===== src/rtl/pong_game_fsm.sv =====
// Pong match sequencer: serve/play/point/over flow, both scores,
// and the ball/AI control strobes.
module pong_game_fsm #(
  parameter int WIN_SCORE    = 7,
  parameter int SERVE_FRAMES = 60,
  parameter int POINT_FRAMES = 90,
  parameter int SCORE_W      = 4
) (
  input  logic               clock,
  input  logic               reset,
  input  logic               frame_tick,
  input  logic               start,
  input  logic               miss_left,
  input  logic               miss_right,
  output logic [2:0]         state,
  output logic               ball_reset,
  output logic               ball_launch,
  output logic               serve_dir,
  output logic               ai_enable,
  output logic [SCORE_W-1:0] score_left,
  output logic [SCORE_W-1:0] score_right,
  output logic               game_over,
  output logic               winner
);

  localparam int MAXF = (SERVE_FRAMES > POINT_FRAMES) ?
                        SERVE_FRAMES : POINT_FRAMES;
  localparam int CW = $clog2(MAXF + 1);
  localparam logic [CW-1:0] SF = CW'(SERVE_FRAMES);
  localparam logic [CW-1:0] PF = CW'(POINT_FRAMES);
  localparam logic [SCORE_W-1:0] WIN = SCORE_W'(WIN_SCORE);

  typedef enum logic [2:0] {
    IDLE  = 3'd0,
    SERVE = 3'd1,
    PLAY  = 3'd2,
    POINT = 3'd3,
    OVER  = 3'd4
  } state_t;

  state_t             st, st_n;
  logic [CW-1:0]      cnt, cnt_n, cnt_inc;
  logic [SCORE_W-1:0] sl_n, sr_n;
  logic               dir_n, launch_n, win_n, hit_win;

  assign cnt_inc = cnt + CW'(1);
  assign hit_win = (score_left == WIN) || (score_right == WIN);

  always_ff @(posedge clock or posedge reset) begin
    if (reset) begin
      st          <= IDLE;
      cnt         <= '0;
      score_left  <= '0;
      score_right <= '0;
      serve_dir   <= 1'b1;
      ball_launch <= 1'b0;
      winner      <= 1'b0;
    end else begin
      st          <= st_n;
      cnt         <= cnt_n;
      score_left  <= sl_n;
      score_right <= sr_n;
      serve_dir   <= dir_n;
      ball_launch <= launch_n;
      winner      <= win_n;
    end
  end

  always_comb begin
    st_n     = st;
    cnt_n    = cnt;
    sl_n     = score_left;
    sr_n     = score_right;
    dir_n    = serve_dir;
    launch_n = 1'b0;
    win_n    = winner;
    case (st)
      IDLE, OVER: begin
        if (start) begin
          st_n  = SERVE;
          cnt_n = '0;
          sl_n  = '0;
          sr_n  = '0;
          dir_n = 1'b1;
        end
      end
      SERVE: begin
        if (frame_tick) begin
          if (cnt_inc == SF) begin
            st_n     = PLAY;
            cnt_n    = '0;
            launch_n = 1'b1;
          end else begin
            cnt_n = cnt_inc;
          end
        end
      end
      PLAY: begin
        // simultaneous misses replay the point without scoring
        if (miss_left || miss_right) begin
          st_n  = POINT;
          cnt_n = '0;
        end
        if (miss_left && !miss_right) begin
          sr_n  = score_right + SCORE_W'(1);
          dir_n = 1'b0;
        end
        if (miss_right && !miss_left) begin
          sl_n  = score_left + SCORE_W'(1);
          dir_n = 1'b1;
        end
      end
      POINT: begin
        if (frame_tick) begin
          if (cnt_inc == PF) begin
            cnt_n = '0;
            if (hit_win) begin
              st_n  = OVER;
              win_n = (score_right == WIN);
            end else begin
              st_n = SERVE;
            end
          end else begin
            cnt_n = cnt_inc;
          end
        end
      end
      default: begin
        st_n  = IDLE;
        cnt_n = '0;
      end
    endcase
  end

  assign state      = st;
  assign ball_reset = (st != PLAY);
  assign ai_enable  = (st == PLAY);
  assign game_over  = (st == OVER);

endmodule

===== config.mk =====
export PLATFORM = sky130hd
export DESIGN_NAME = pong_game_fsm
export DESIGN_NICKNAME = d
export VERILOG_FILES = /design/src/rtl/pong_game_fsm.sv
export SDC_FILE = /design/constraint.sdc
export NUM_CORES = 1
export LEC_CHECK = 0
export CAP_MARGIN = 20
export CELL_PAD_IN_SITES_DETAIL_PLACEMENT = 0
export CELL_PAD_IN_SITES_GLOBAL_PLACEMENT = 2
export CORE_MARGIN = 5
export CORE_UTILIZATION = 33
export CTS_BUF_LIST = sky130_fd_sc_hd__clkbuf_4 sky130_fd_sc_hd__clkbuf_8 sky130_fd_sc_hd__clkbuf_16
export CTS_CLUSTER_SIZE = 30
export DETAILED_ROUTE_END_ITERATION = 8
export HOLD_SLACK_MARGIN = 0.05
export PLACE_DENSITY = 0.82
export SYNTH_ARGS = -nofsm -noshare
export SYNTH_HDL_FRONTEND = slang
export SYNTH_SLANG_ARGS = --single-unit

===== constraint.sdc =====
create_clock -name clock -period 3 [get_ports clock]
set_input_delay 0.3 -clock clock [delete_from_list [all_inputs] [get_ports clock]]
set_output_delay 0.3 -clock clock [all_outputs]
set_load 0.1 [all_outputs]

## Word-level counts from Yosys, hierarchy flattened

Cells that the tools add are included.

| cells by class | value |
|---|---|
| add/subtract/negate cells | 3 |
| equality and inequality tests | 18 |
| multiplexer cells | 27 |
| reductions and logical operators | 15 |

Operators by type and width:

| kind | number |
|---|---|
| 2-to-1 mux 7 bit | 6 |
| one-hot mux 7 bit (4 select lines) | 1 |
| 2-to-1 mux 3 bit | 7 |
| one-hot mux 4 bit (2 select lines) | 2 |
| 2-to-1 mux 4 bit | 3 |
| one-hot mux 3 bit (4 select lines) | 1 |
| != test 2 bit (second input constant) | 5 |
| AND reduction 3 bit | 3 |
| adder 4 x 1 -> 4 bit (second input constant) | 2 |
| equality test 4 x 3 -> 1 bit (second input constant) | 2 |
| AND reduction 4 bit | 2 |
| adder 7 x 1 -> 7 bit (second input constant) | 1 |
| equality test 7 x 6 -> 1 bit (second input constant) | 1 |
| equality test 7 bit (second input constant) | 1 |
| equality test 3 x 2 -> 1 bit (second input constant) | 2 |
| 2-to-1 mux 1 bit | 6 |
| != test 2 x 1 -> 1 bit (second input constant) | 3 |
| AND reduction 6 bit | 1 |
| equality test 3 x 1 -> 1 bit (second input constant) | 1 |
| equality test 3 bit (second input constant) | 1 |
| logical NOT 3 bit | 1 |
| != test 3 x 1 -> 1 bit (second input constant) | 1 |
| != test 3 x 2 -> 1 bit (second input constant) | 1 |
| logical AND 1 bit | 2 |
| 5 further kinds | 7 |

| word-level totals | value |
|---|---|
| register bits | 21 |
| output and inout bits | 17 |
| logic and storage cells | 70 |

## Longest topological paths before layout

| depth | value |
|---|---|
| depth after elaboration | 6 |
| mapped depth | 8 |

## Worst setup path before layout

OpenSTA, ideal clock, no wires.

| timing | value |
|---|---|
| path kind | register -> output |
| start | register st[2] (netlist: state[2]) |
| end | output port game_over |
| data arrival time | 3257 ps |
| setup slack | -557 ps |
| cell stages (with the launch flop) | 3 |
| buffers on the path | 0 |
| cell sequence | dfrtp_1 inv_1 nor3_1 |

| on the way | value |
|---|---|
| longest elaborated chain between the ends | 1 |

RTL lines:

| what | RTL line | source |
|---|---|---|
| start: declaration | 41 | `state_t st, st_n;` |
| start signal: assignment | 59 | `st <= st_n;` |
| equality test 3 bit | 138 | `assign game_over = (st == OVER);` |
| end: declaration | 22 | `output logic game_over,` |

No other way between the ends.

## Final worst setup path

| timing | value |
|---|---|
| start | register st[1] (netlist: state[1]) |
| end | output port ai_enable |

| on the way | value |
|---|---|
| longest elaborated chain between the ends | 1 |

RTL lines:

| what | RTL line | source |
|---|---|---|
| equality test 3 x 2 -> 1 bit | 137 | `assign ai_enable = (st == PLAY);` |
| end: declaration | 19 | `output logic ai_enable,` |

No other way between the ends.

==> run metrics <==
crit path buf inv count 3; Final Net Count 175; DIE WIDTH 71.5 um; PortBufs 22; IO Count 23; Worst Skew 0.00196 ns; first-pass GRT wire length 5.10 mm; # clock sinks 21; Top FF cell, synth dfrtp_1; Remaining DRCs 0; drt total wl 2.95 mm; leakage 0.705 nW; post-synthesis register bit count 21; crit-path cells inv_1 -> or3_1 -> inv_2 -> buf_4; worst path required time 2.70 ns; Slew @ Worst Pin 0.961 ns; Antenna diodes 0; hold buffer count at CTS 0; Crit. End Element primary output; Initial DRC Count 85; Hold Crit Depth 2; PwrDens 545 nW/um^2; FF-to-FF setup slack 0.86 ns; Worst-path clk slew 0.08 ns; Row Count 22; CTS buffer count 3; Critical Path Slowest Stage Cell dfrtp_1; crit path time final 2.24 ns; Net Count, Synth 151; Remaining Overflow, GRT 0; GRT Total Usage 0.125; number of synthesized flops with an enable pin 0; fmax 446 MHz; P&R area growth vs syn 22.5%; Worst Path Arrival 1.94 ns; Hold Path Origin winner$_DFFE_PP0P_; vias in the first global route 1,082; area fraction of the dominant cell type after synthesis 0.400; CTS tree done; critical path's largest stage delay 0.61 ns; Cell variety after synth 37; synth top area cells dfrtp_1, nand2_1, o21ai_0, ha_1, nor2_1; placed cell areas 1480 sq um; drt first pass iters 4; core area 3660 sq um; setup_tns 0 ns; initial core utilization 0.341; Mapped Area 1250 sq um; Reg-to-Reg End cnt[4]$_DFFE_PP0P_; post-CTS setup buffers 0; post-route clock period utilization 0.747; CP top delay family flip-flops; Tot Pwr 0.000835 W; yosys warns 0; Hold Vio Cnt, Final 0; wire length per cell 13.9 um; RSZ-0062 raised after global routing false; clk buf depth 2; critical path peak fanout 12; R2R cell count 7; max-cap viol count 0; WHS 0.492 ns; Seq/Total Area, Yosys 0.421; fillers 387; pin count of the biggest net entering global routing 22; outcome complete, no violations; Syn Inst Count 141; DP HPWL 2.28 mm; GP Congestion 0.879; Design Area, Final 1530 sq um; Worst R2R Start cnt[0]$_DFFE_PP0P_; antenna violations before repair 0; Hold Crit Class register to register; DRT antenna net count 0; Via Count 1,116; CP startpoint kind register; post-CTS sizing 0; Worst-Skew Late Latency 0.26 ns; maximum vdd ir drop 0.202 mV; commonest cells in the netlist dfrtp_1, nand2_1, o21ai_0, nor2_1, a21oi_1; hold endpoint winner$_DFFE_PP0P_; Synth area leader dfrtp_1; final setup fails 0; Max Slew Vio Count 0; Avg Inst Size Synth 8.86 sq um; Final Util 0.418; drt via density 5.26; Post-synth ARST share 1.00; root buf cell clkbuf_8; Die Footprint 5120 sq um; Crit Path Class register to primary output; Slew Limit Headroom 0.358; H-tree depth 1; die height 71.5 um; share of cells above drive strength 1 0.177
==> metrics by stage <==
| stage | setup WS, ns | std cells |
|---|---|---|
| 2_1_floorplan | 0.120 | 141 |
| 5_1_grt | 0.662 | 212 |
| 3_5_place_dp | 0.876 | 208 |
| 3_3_place_gp | 0.947 | 208 |
| 4_1_cts | 0.760 | 212 |
| 6_report | 0.758 | 212 |
==> how the worst max path moves through the flow <==
stage                                      to  depth (start not counted)  slack (ns)            startpoint
floorplan           score_left[3]$_DFFE_PP0P_                          8        0.12  state[1]$_DFFE_PP0P_
CTS                                 ai_enable                          4        0.76  state[1]$_DFFE_PP0P_
detailed placement         cnt[4]$_DFFE_PP0P_                          7        0.88    cnt[0]$_DFFE_PP0P_
global placement           cnt[4]$_DFFE_PP0P_                          7        0.95    cnt[0]$_DFFE_PP0P_
finish                              ai_enable                          4        0.76  state[1]$_DFFE_PP0P_
global route                        ai_enable                          4        0.66  state[1]$_DFFE_PP0P_
==> power breakdown <==
part | internal [W] | total [W] | switching [W]
registers | 0.000327 | 0.000397 | 0.0000705
logic | 0.0000989 | 0.000239 | 0.000140
clock network | 0.000104 | 0.000198 | 0.0000945
==> per-layer routing <==
layer	vias up	routed length, um	global-route usage
li1	553	-	-
met2	33	1280	0.184
met5	-	0	0
met1	525	1460	0.180
met4	0	38	0.0459
met3	5	166	0.0252
==> final cells by class <==
cell class	instances	area, sq um	area share
timing repair buffer	23	188	0.123
sequential	21	527	0.344
tap	48	60.1	0.0392
multi-input combinational	108	678	0.443
inverter	8	30.0	0.0196
clock buffer	4	48.8	0.0319
==> cells in the final DEF (no fill, tap or decap), types with 4 or more instances in the layout <==
cell type | synthesis | routed
a21oi_1 | 8 | 8
a31oi_1 | 4 | 4
and2_1 | 4 | 4
buf_4 | 0 | 17
clkdlybuf4s50_1 | 0 | 6
dfrtp_1 | 20 | 20
ha_1 | 4 | 4
inv_1 | 7 | 7
nand2_1 | 20 | 20
nand3_1 | 6 | 6
nor2_1 | 12 | 12
o21ai_0 | 13 | 13
xor2_1 | 4 | 4
==> sequential cells by signal, indices dropped and copies added, names as in the netlist <==
register	cells
winner	1
state	3
score_left	4
serve_dir	1
cnt	7
score_right	4
ball_launch	1
==> cells by family (layout without fill, tap and decap cells) <==
logic type | after synthesis | after routing | synth area share
compound gates | 36 | 36 | 0.192
flops | 21 | 21 | 0.421
xor+xnor | 4 | 4 | 0.0280
fa+ha+maj | 4 | 4 | 0.0400
mux | 2 | 2 | 0.0270
simple gates | 62 | 62 | 0.251
buf+inv | 12 | 35 | 0.0400
==> worst register-to-register path, cell delays in order (launching register included) <==
cell and delay (ns):
dfrtp_1 0.43, ha_1 0.34, nand3_1 0.19, a211o_1 0.33, a21oi_1 0.28, o32ai_4 0.15
a41oi_1 0.23, a31oi_1 0.06
(Power assumes the default switching activity.)
==> edit, RTL diff (same flow settings) <==
Change the parameter `SERVE_FRAMES` from 60 to 30.
--- a/src/rtl/pong_game_fsm.sv
+++ b/src/rtl/pong_game_fsm.sv
@@ -3,5 +3,5 @@
 module pong_game_fsm #(
   parameter int WIN_SCORE    = 7,
-  parameter int SERVE_FRAMES = 60,
+  parameter int SERVE_FRAMES = 30,
   parameter int POINT_FRAMES = 90,
   parameter int SCORE_W      = 4
Check against the original RTL: no difference found for any inputs over 10 cycles, from zero or initial values and one cycle with reset high; that may be too few to reach the edited logic, so the function may still have changed.
==> edit against the original RTL <==
Cell count up 5.7%. Via count grew 11%. Utilization down 1.2 points. Worst hold slack improved by 9.3 ps. Routed wire length increased by 17%. Clock skew shrank 0.64 ps. Die area is 10% higher. Critical endpoint is now winner. Setup slack better by 45 ps. Final area grew 7.7%. Area after synthesis is 12% higher. Count of clock-buffer cells in the layout is 1 lower. Sequential cell count is the same. Sequential share of layout area fell by 2.4 points.
Power is not compared: it rests on default switching activity, and its combinational part moved more than twofold at a synthesized area within 25%.
==> edit: results (changes against the original RTL) <==
post-synthesis adder-cell area fraction=0.0359 (was 0.0400); Clock Skew=1.32 ps (was 1.96 ps); crit-path max FO=10 (was 12); Synth cell types=51 (was 37); GRT met1 Usage=0.184 (was 0.180); Mapped Nets=164 (was 151); Post-synth top cells=nand2_1 (21), dfrtp_1 (20), o21ai_0 (10) (was dfrtp_1 (20), nand2_1 (20), o21ai_0 (13)); GR Util All Layers=0.129 (was 0.125); relative max-transition margin=0.356 (was 0.358); mux cell area share after synthesis=0.0224 (was 0.0270); post-synthesis sequential area ratio=0.378 (was 0.421); final RePlAce weighted congestion=0.781 (was 0.879); length of routed met2 wiring=1560 um (was 1280 um); Worst Hold Class=input pin to asynchronous set/reset pin (was register to register); Synth area leaders=dfrtp_1 (36%), nand2_1 (5.7%), ha_1 (3.6%) (was dfrtp_1 (40%), nand2_1 (6.0%), o21ai_0 (5.2%)); syn avg cell area=9.06 um^2 (was 8.86 um^2); share of post-route cells with drive strength above 1=0.230 (was 0.177); first-pass GRT wire length=5640 um (was 5100 um); total power=1.54 mW; met1 WL=1620 um (was 1460 um); M2 GR Usage=0.195 (was 0.184); DRT iter0 DRCs=82 (was 85); vias=1241 (was 1116); Place WS=816 ps (was 876 ps); status=finished clean (unchanged); Synth Area in Compound Gates=0.213 (was 0.192); placed insts=220 (was 208); met3 WL=244 um (was 166 um); Fill cells=409 (was 387); DRT Wirelength=3440 um (was 2950 um); dpl cell area=1600 um^2 (was 1480 um^2); Final Non-Filler Cells=224 (was 212)
[edit: changes by cell type after synthesis, moves of 3 or more]
cell / unedited run / this run
o21ai_0: 13 / 10
or2_2: 0 / 3
a21oi_1: 8 / 5
o31ai_1: 1 / 4
nor2_1: 12 / 7
buf_4: 0 / 3
nor3b_1: 0 / 3
[edit: critical path, stage by stage (launching register included)]
cell	delay, ps
dfrtp_1	450
ha_1	390
nand4b_1	190
o32ai_2	170
o2111ai_2	290
nor4_2	400
mux2i_1	230
[edit: worst paths after layout]
kind                            end  slack [ps]  depth (start not counted)
max                          winner         800                          6
min                          cnt[0]         500                          2
min reg2reg                  winner         550                          2
min in group clock           winner         550                          2
max in group asynchronous  state[1]        1920                          2
max reg2reg                  winner         800                          6
[edit: cell type report]
cell class              instances  area (um^2)  area share
repair buffers                 24          195       0.118
multi-input cells             118          788       0.478
flip-flops and latches         21          528       0.320
well taps                      50         62.6      0.0379
inverters                       7         28.8      0.0175
clock buffers                   3         41.3      0.0250
clock inverters                 1         5.00     0.00303
